`src/rtl/sram_ctrl_pkg.sv`:
```
// Shared widths, state encoding and response record for the SRAM access controller.
// States VSETUP/VCAPT exist only when SRAM_CTRL_WRVERIFY_EN is defined.
package sram_ctrl_pkg;

    localparam int DATA_W = 8;
    localparam int ADDR_W = 2;

    typedef logic [2:0] state_t;

    localparam state_t ST_IDLE   = 3'd0;
    localparam state_t ST_SETUP  = 3'd1;
    localparam state_t ST_STROBE = 3'd2;
    localparam state_t ST_HOLD   = 3'd3;
    localparam state_t ST_CAPT   = 3'd4;
    localparam state_t ST_RESP   = 3'd5;
`ifdef SRAM_CTRL_WRVERIFY_EN
    localparam state_t ST_VSETUP = 3'd6;
    localparam state_t ST_VCAPT  = 3'd7;
`endif

    typedef struct packed {
        logic [DATA_W-1:0] data;
        logic              err;
    } rsp_t;

endpackage

```
`src/rtl/sram_ctrl_timer.sv`:
```
// Loadable 4-bit down-counter with a zero flag; it saturates at zero.
module sram_ctrl_timer (
    input  logic       clk,
    input  logic       rst,
    input  logic       load,
    input  logic [3:0] load_val,
    input  logic       dec,
    output logic       zero
);

    logic [3:0] cnt_q;
    logic [3:0] cnt_d;

    always_comb begin
        cnt_d = cnt_q;
        if (load) begin
            cnt_d = load_val;
        end else if (dec && (cnt_q != 4'd0)) begin
            cnt_d = cnt_q - 4'd1;
        end
    end

    always_ff @(posedge clk) begin
        if (rst) begin
            cnt_q <= 4'd0;
        end else begin
            cnt_q <= cnt_d;
        end
    end

    assign zero = (cnt_q == 4'd0);

endmodule

```
`src/rtl/sram_access_ctrl.sv`:
```
// Sequences one request at a time into an asynchronous SRAM strobe/capture cycle.
// Define SRAM_CTRL_WRVERIFY_EN to read back every write and flag mismatches on RspErr.
module sram_access_ctrl
    import sram_ctrl_pkg::*;
#(
    parameter int SETUP_CYC  = 1,
    parameter int STROBE_CYC = 1
) (
    input  logic              Clk,
    input  logic              Reset,
    // Request/response: a transfer happens on a cycle where valid and ready are both 1;
    // the response is held stable until RspReady is seen with RspValid.
    input  logic              ReqValid,
    output logic              ReqReady,
    input  logic              ReqWrite,
    input  logic [ADDR_W-1:0] ReqAddr,
    input  logic [DATA_W-1:0] ReqData,
    output logic              RspValid,
    input  logic              RspReady,
    output logic [DATA_W-1:0] RspData,
    output logic              RspErr,
    output logic [DATA_W-1:0] SramI,
    output logic [ADDR_W-1:0] SramSel,
    output logic              SramRead,
    output logic              SramClear,
    input  logic [DATA_W-1:0] SramO,
    output logic [2:0]        DbgState
);

    localparam logic [3:0] SETUP_LD  = 4'(SETUP_CYC - 1);
    localparam logic [3:0] STROBE_LD = 4'(STROBE_CYC - 1);

    state_t            state_q, state_d;
    logic [ADDR_W-1:0] sel_q, sel_d;
    logic [DATA_W-1:0] din_q, din_d;
    logic              wr_q, wr_d;
    logic [DATA_W-1:0] rsp_data_q, rsp_data_d;
    logic              sram_read_q, sram_read_d;
    logic              clear_q;
    logic              tmr_load, tmr_dec, tmr_zero;
    logic [3:0]        tmr_val;
    rsp_t              rsp_out;
`ifdef SRAM_CTRL_WRVERIFY_EN
    logic              rsp_err_q, rsp_err_d;
`endif

    sram_ctrl_timer u_timer (
        .clk      (Clk),
        .rst      (Reset),
        .load     (tmr_load),
        .load_val (tmr_val),
        .dec      (tmr_dec),
        .zero     (tmr_zero)
    );

    always_comb begin
        state_d    = state_q;
        sel_d      = sel_q;
        din_d      = din_q;
        wr_d       = wr_q;
        rsp_data_d = rsp_data_q;
`ifdef SRAM_CTRL_WRVERIFY_EN
        rsp_err_d  = rsp_err_q;
`endif
        tmr_load   = 1'b0;
        tmr_val    = SETUP_LD;
        tmr_dec    = 1'b0;
        case (state_q)
            ST_IDLE: begin
                if (ReqValid) begin
                    state_d  = ST_SETUP;
                    sel_d    = ReqAddr;
                    din_d    = ReqData;
                    wr_d     = ReqWrite;
                    tmr_load = 1'b1;
                end
            end
            ST_SETUP: begin
                if (!tmr_zero) begin
                    tmr_dec = 1'b1;
                end else if (wr_q) begin
                    state_d  = ST_STROBE;
                    tmr_load = 1'b1;
                    tmr_val  = STROBE_LD;
                end else begin
                    state_d = ST_CAPT;
                end
            end
            ST_STROBE: begin
                if (!tmr_zero) begin
                    tmr_dec = 1'b1;
                end else begin
                    state_d = ST_HOLD;
                end
            end
            ST_HOLD: begin
`ifdef SRAM_CTRL_WRVERIFY_EN
                state_d  = ST_VSETUP;
                tmr_load = 1'b1;
`else
                state_d    = ST_RESP;
                rsp_data_d = din_q;
`endif
            end
            ST_CAPT: begin
                state_d    = ST_RESP;
                rsp_data_d = SramO;
`ifdef SRAM_CTRL_WRVERIFY_EN
                rsp_err_d  = 1'b0;
`endif
            end
`ifdef SRAM_CTRL_WRVERIFY_EN
            ST_VSETUP: begin
                if (!tmr_zero) begin
                    tmr_dec = 1'b1;
                end else begin
                    state_d = ST_VCAPT;
                end
            end
            ST_VCAPT: begin
                state_d    = ST_RESP;
                rsp_data_d = SramO;
                rsp_err_d  = (SramO != din_q);
            end
`endif
            ST_RESP: begin
                if (RspReady) begin
                    state_d = ST_IDLE;
                end
            end
            default: state_d = ST_IDLE;
        endcase
        // Registered from the next state so the array sees a clean falling edge.
        sram_read_d = (state_d != ST_STROBE);
    end

    always_ff @(posedge Clk) begin
        if (Reset) begin
            state_q     <= ST_IDLE;
            sel_q       <= '0;
            din_q       <= '0;
            wr_q        <= 1'b0;
            rsp_data_q  <= '0;
            sram_read_q <= 1'b1;
            clear_q     <= 1'b0;
        end else begin
            state_q     <= state_d;
            sel_q       <= sel_d;
            din_q       <= din_d;
            wr_q        <= wr_d;
            rsp_data_q  <= rsp_data_d;
            sram_read_q <= sram_read_d;
            clear_q     <= 1'b1;
        end
    end

`ifdef SRAM_CTRL_WRVERIFY_EN
    always_ff @(posedge Clk) begin
        if (Reset) begin
            rsp_err_q <= 1'b0;
        end else begin
            rsp_err_q <= rsp_err_d;
        end
    end
    assign rsp_out = '{data: rsp_data_q, err: rsp_err_q};
`else
    assign rsp_out = '{data: rsp_data_q, err: 1'b0};
`endif

    assign ReqReady  = (state_q == ST_IDLE) && !Reset;
    assign RspValid  = (state_q == ST_RESP);
    assign RspData   = rsp_out.data;
    assign RspErr    = rsp_out.err;
    assign SramI     = din_q;
    assign SramSel   = sel_q;
    assign SramRead  = sram_read_q;
    assign SramClear = clear_q;
    assign DbgState  = state_q;

endmodule
```
`config.mk`:
```
export PLATFORM = sky130hd
export DESIGN_NAME = sram_access_ctrl
export DESIGN_NICKNAME = d
export VERILOG_FILES = /design/src/rtl/sram_ctrl_pkg.sv /design/src/rtl/sram_ctrl_timer.sv /design/src/rtl/sram_access_ctrl.sv
export SDC_FILE = /design/constraint.sdc
export NUM_CORES = 1
export LEC_CHECK = 0
export ABC_CLOCK_PERIOD_IN_PS = 3200
export CAP_MARGIN = 20
export CORE_MARGIN = 4
export CORE_UTILIZATION = 40
export DETAILED_ROUTE_END_ITERATION = 7
export GPL_ROUTABILITY_DRIVEN = 1
export PLACE_DENSITY = 0.74
export SLEW_MARGIN = 15
export SYNTH_ARGS = -nofsm -noshare
export SYNTH_HDL_FRONTEND = slang
export SYNTH_SLANG_ARGS = --single-unit
```
`constraint.sdc`:
```
create_clock -name Clk -period 3.2 [get_ports Clk]
set_clock_uncertainty 0.1 [all_clocks]
set_input_delay 0.48 -clock Clk [delete_from_list [all_inputs] [get_ports Clk]]
set_output_delay 0.48 -clock Clk [all_outputs]
set_load 0.01 [all_outputs]
```
Word level (Yosys, flattened, before mapping)
Cells that the tools add are included.
Widths: inputs -> output; s select.

storage, ports and cells
  register bits after elaboration = 28

operators by class
  equality and inequality tests = 6
  muxes and demuxes = 14
  reduce and logical (&&, ||, !) cells = 11
  add/subtract/negate cells = 1

operators with widths
  cell                 count
  $pmux 8 s2           1
  $mux 3               5
  $pmux 3 s5           1
  $eq 3x2->1 const B   2
  $eq 3x3->1 const B   2
  $mux 1               6
  $reduce_or 2->1      3
  $logic_not 4->1      1
  $reduce_bool 4->1    1
  $sub 4x1->4 const B  1
  $eq 3x1->1 const B   1
  $logic_not 3->1      1
  $ne 3x2->1 const B   1
  $logic_and 1x1->1    2
  $pmux 1 s2           1
  $reduce_and 2->1     1
  $reduce_bool 2->1    1
  $logic_not 1->1      1

Longest topological paths before layout
  word-level depth = 4
  depth in mapped cells = 6
  gate-level depth less buffers = 5

By module
From an unflattened synthesis, not the netlist that was laid out.

second synthesis, totals
  cell total of the unflattened synthesis = 165
  area total of the unflattened synthesis = 1391.3 µm²

modules (own cells, without submodules)
  module            area an instance (µm²)  times used  cells each
  sram_access_ctrl  1128.6                  1           136
  sram_ctrl_timer   262.8                   1           29

Worst setup path before layout
No wires, ideal clock.

  path type = register -> output
  start point = register state_q[2], in the netlist DbgState[2]
  end point = output port RspValid
  slack = 1.534 ns
  arrival time = 1.086 ns
  stages on the path, launching flop included = 4
  buffers on the path = 1
  path through = dfxtp_1 buf_2 inv_1 nor3b_1

on the way
  longest elaborated chain between the ends = 1

RTL lines
  what                      line                     RTL
  start: declaration        sram_access_ctrl.sv:33   state_t state_q, state_d;
  start signal: assignment  sram_access_ctrl.sv:147  state_q <= state_d;
  $eq 3x3->1                sram_access_ctrl.sv:171  assign RspValid = (state_q == ST_RESP);
  end: declaration          sram_access_ctrl.sv:18   output logic RspValid,

No other way between the ends.

Worst setup path after layout
Ends and elaborated chain as after synthesis.

==> impl_metrics.env <==
export IMPL_cap_violations=0
export IMPL_syn_nets=181
export IMPL_fp_dieH_um=65.0
export IMPL_first_global_vias=1261
export IMPL_crit_start="DbgState[2]"
export IMPL_wl_per_cell_um=13.8
export IMPL_drtIter0Drc=33
export IMPL_drive_gt1_share_pct=4.59
export IMPL_final_common_cell="clkdlybuf4s50_1"
export IMPL_rsz0062_at_grt="false"
export IMPL_hold_start="SramSel[1]"
export IMPL_peakVddDrop_mv=0.307
export IMPL_syn_area_um2=1300
export IMPL_worst_pin_slew_ns=0.591
export IMPL_nFillCells=284
export IMPL_busiest_layer="met2"
export IMPL_clk_pin_slew_ns=0.14
export IMPL_num_io_pins=49
export IMPL_end_kind="output port"
export IMPL_h_tree_depth=1
export IMPL_grt_met3_usage_pct=5.20
export IMPL_grt_first_pass_wirelength_um=5640
export IMPL_nNetsFinal=221
export IMPL_antennaDiodeCount=0
export IMPL_synth_ff_type="dfxtp_1"
export IMPL_overflow=0
export IMPL_cts_repair_resized=0
export IMPL_route_vias_total=1257
export IMPL_synthCells=157
export IMPL_row_count=20
export IMPL_min_period_ns=2.63
export IMPL_cts_root_buffer="clkbuf_4"
export IMPL_status="finished, final reports clean"
export IMPL_synth_edf_count=0
export IMPL_dpl_worst_slack_ns=0.927
export IMPL_routed_via_density=5.24
export IMPL_critPathKind="reg -> out"
export IMPL_cts_sinks=28
export IMPL_crit_fanout=18
export IMPL_p_leak_nw=0.626
export IMPL_slew_violations=0
export IMPL_clk_latency_ns=0.33
export IMPL_fin_setup_tns_ns=0
export IMPL_grt_start_max_net_pins=24
export IMPL_antenna_found_initial=0
export IMPL_hold_class="reg -> reg"
export IMPL_worstSetupStartpointType="register"
export IMPL_die_w_um=65.0
export IMPL_cts_tree="done"
export IMPL_postRouteWirelength_um=3320
export IMPL_post_route_period_util_pct=82.2
export IMPL_grt_use_met2_pct=30.0
export IMPL_r2r_start="DbgState[1]"
export IMPL_layout_common_cells="clkdlybuf4s50_1, nand2_1, dfxtp_1"
export IMPL_ys_ff_latch=28
export IMPL_drtPass1Iterations=4
export IMPL_setup_ws_ns=0.569
export IMPL_drc=0
export IMPL_cts_buffers=3
export IMPL_yosys_warnings=0
export IMPL_p_per_area_nw_per_um2=425
export IMPL_cts_buffer_depth=2
export IMPL_slew_headroom_pct=60.6
export IMPL_post_cts_buffers=0
export IMPL_grt_usage_pct=16.7
export IMPL_worst_ep_arrival_time_ns=2.05
export IMPL_ys_types=38
export IMPL_met1_usage_pct=19.1
export IMPL_die_area_um2=4220
export IMPL_gp_congestion=0.797
export IMPL_start_util_pct=42.2
export IMPL_finalSetupViolCount=0
export IMPL_final_hold_viol_count=0
export IMPL_synth_area_per_cell_um2=8.26
export IMPL_core_area_um2=3080
export IMPL_final_antenna_net_count=0
export IMPL_holdBufCountCts=0
export IMPL_hpwl_um=2430
export IMPL_async_reset_ff_share_pct=0
export IMPL_synth_sequential_area_ratio_pct=43.2
export IMPL_port_buffers=47
export IMPL_critPathRequiredTime_ns=2.62
export IMPL_syn_to_final_growth_pct=38.7
export IMPL_fmax_mhz=380
export IMPL_p_total_mw=0.765
report_power, final:
group	internal [mW]	switching, mW
clock network	0.0697	0.105
registers	0.374	0.0305
logic	0.105	0.0810
metrics by stage:
step           hold slack, ns  std cells  util (%)  area (um2)
2_1_floorplan           0.358        157         -        1300
3_3_place_gp            0.352        236      57.3        1760
3_5_place_dp            0.356        236      57.3        1760
4_1_cts                 0.379        240      58.5        1800
5_1_grt                 0.398        240      58.5        1800
6_report                0.371        240      58.5        1800
path summary, 6_finish.rpt:
| check | slack, ns | to | cells past startpoint |
|---|---|---|---|
| max | 0.57 | RspValid | 3 |
| min | 0.37 | SramSel[1] | 2 |
| max reg2reg | 1.28 | u_timer.cnt_q[1] | 3 |
| min reg2reg | 0.37 | SramSel[1] | 2 |
cells in the mapped netlist (2+ instances only):
| library cell | count | area share, % |
|---|---|---|
| a311oi_1 | 5 | 3.4 |
| o31ai_1 | 2 | 1.2 |
| nor4_1 | 2 | 0.96 |
| o21ai_0 | 3 | 1.2 |
| buf_6 | 2 | 1.7 |
| nand3b_1 | 2 | 1.2 |
| nor3b_1 | 3 | 1.7 |
| mux2i_1 | 2 | 1.5 |
| a22oi_1 | 3 | 1.7 |
| dfxtp_1 | 28 | 43 |
| clkbuf_1 | 3 | 0.87 |
| nand4_1 | 2 | 0.96 |
| nor3_1 | 2 | 0.77 |
| inv_1 | 4 | 1.2 |
| o211ai_1 | 3 | 1.7 |
| nand3_1 | 4 | 1.5 |
| or3b_1 | 2 | 1.4 |
| a21oi_1 | 17 | 6.6 |
| nand2_1 | 32 | 9.3 |
| or4b_1 | 2 | 1.5 |
| nand2b_1 | 2 | 0.96 |
| buf_2 | 8 | 3.1 |
| nor2_1 | 9 | 2.6 |
critical path, stage by stage, from the launching register on:
cell and delay [ns]:
dfxtp_1 0.70, inv_1 0.21, nor3b_1 0.24, clkdlybuf4s50_1 0.57
cell type report:
class | count | area [um2] | share of cell area [%]
inverter | 4 | 15.0 | 0.834
timing repair buffer | 49 | 485 | 27.0
clock buffer | 4 | 36.3 | 2.02
sequential | 28 | 561 | 31.2
multi-input combinational | 111 | 647 | 36.0
tap | 44 | 55.1 | 3.06
layer usage:
layer	wire (um)	share of wire (%)
met1	1380	42
met2	1710	52
met3	206	6.2
met4	15	0.45
met5	0	0
state kept, by name, indices dropped and copies added (netlist names):
signal         cells
DbgState           3
RspData            8
SramClear          1
SramI              8
SramRead           1
SramSel            2
u_timer.cnt_q      4
wr_q               1
cells by family after synthesis:
group	count (synthesis)	share of synthesized area, %
and+or+nand+nor	67	26.0
xor gates and xnor gates	2	1.35
other	1	0.289
buffers and inverters	18	7.43
adders and majority gates	1	0.964
AOI/OAI and AO/OA	37	18.3
muxes	3	2.41
DFF	28	43.2
Power figures use the tool's default switching activity.
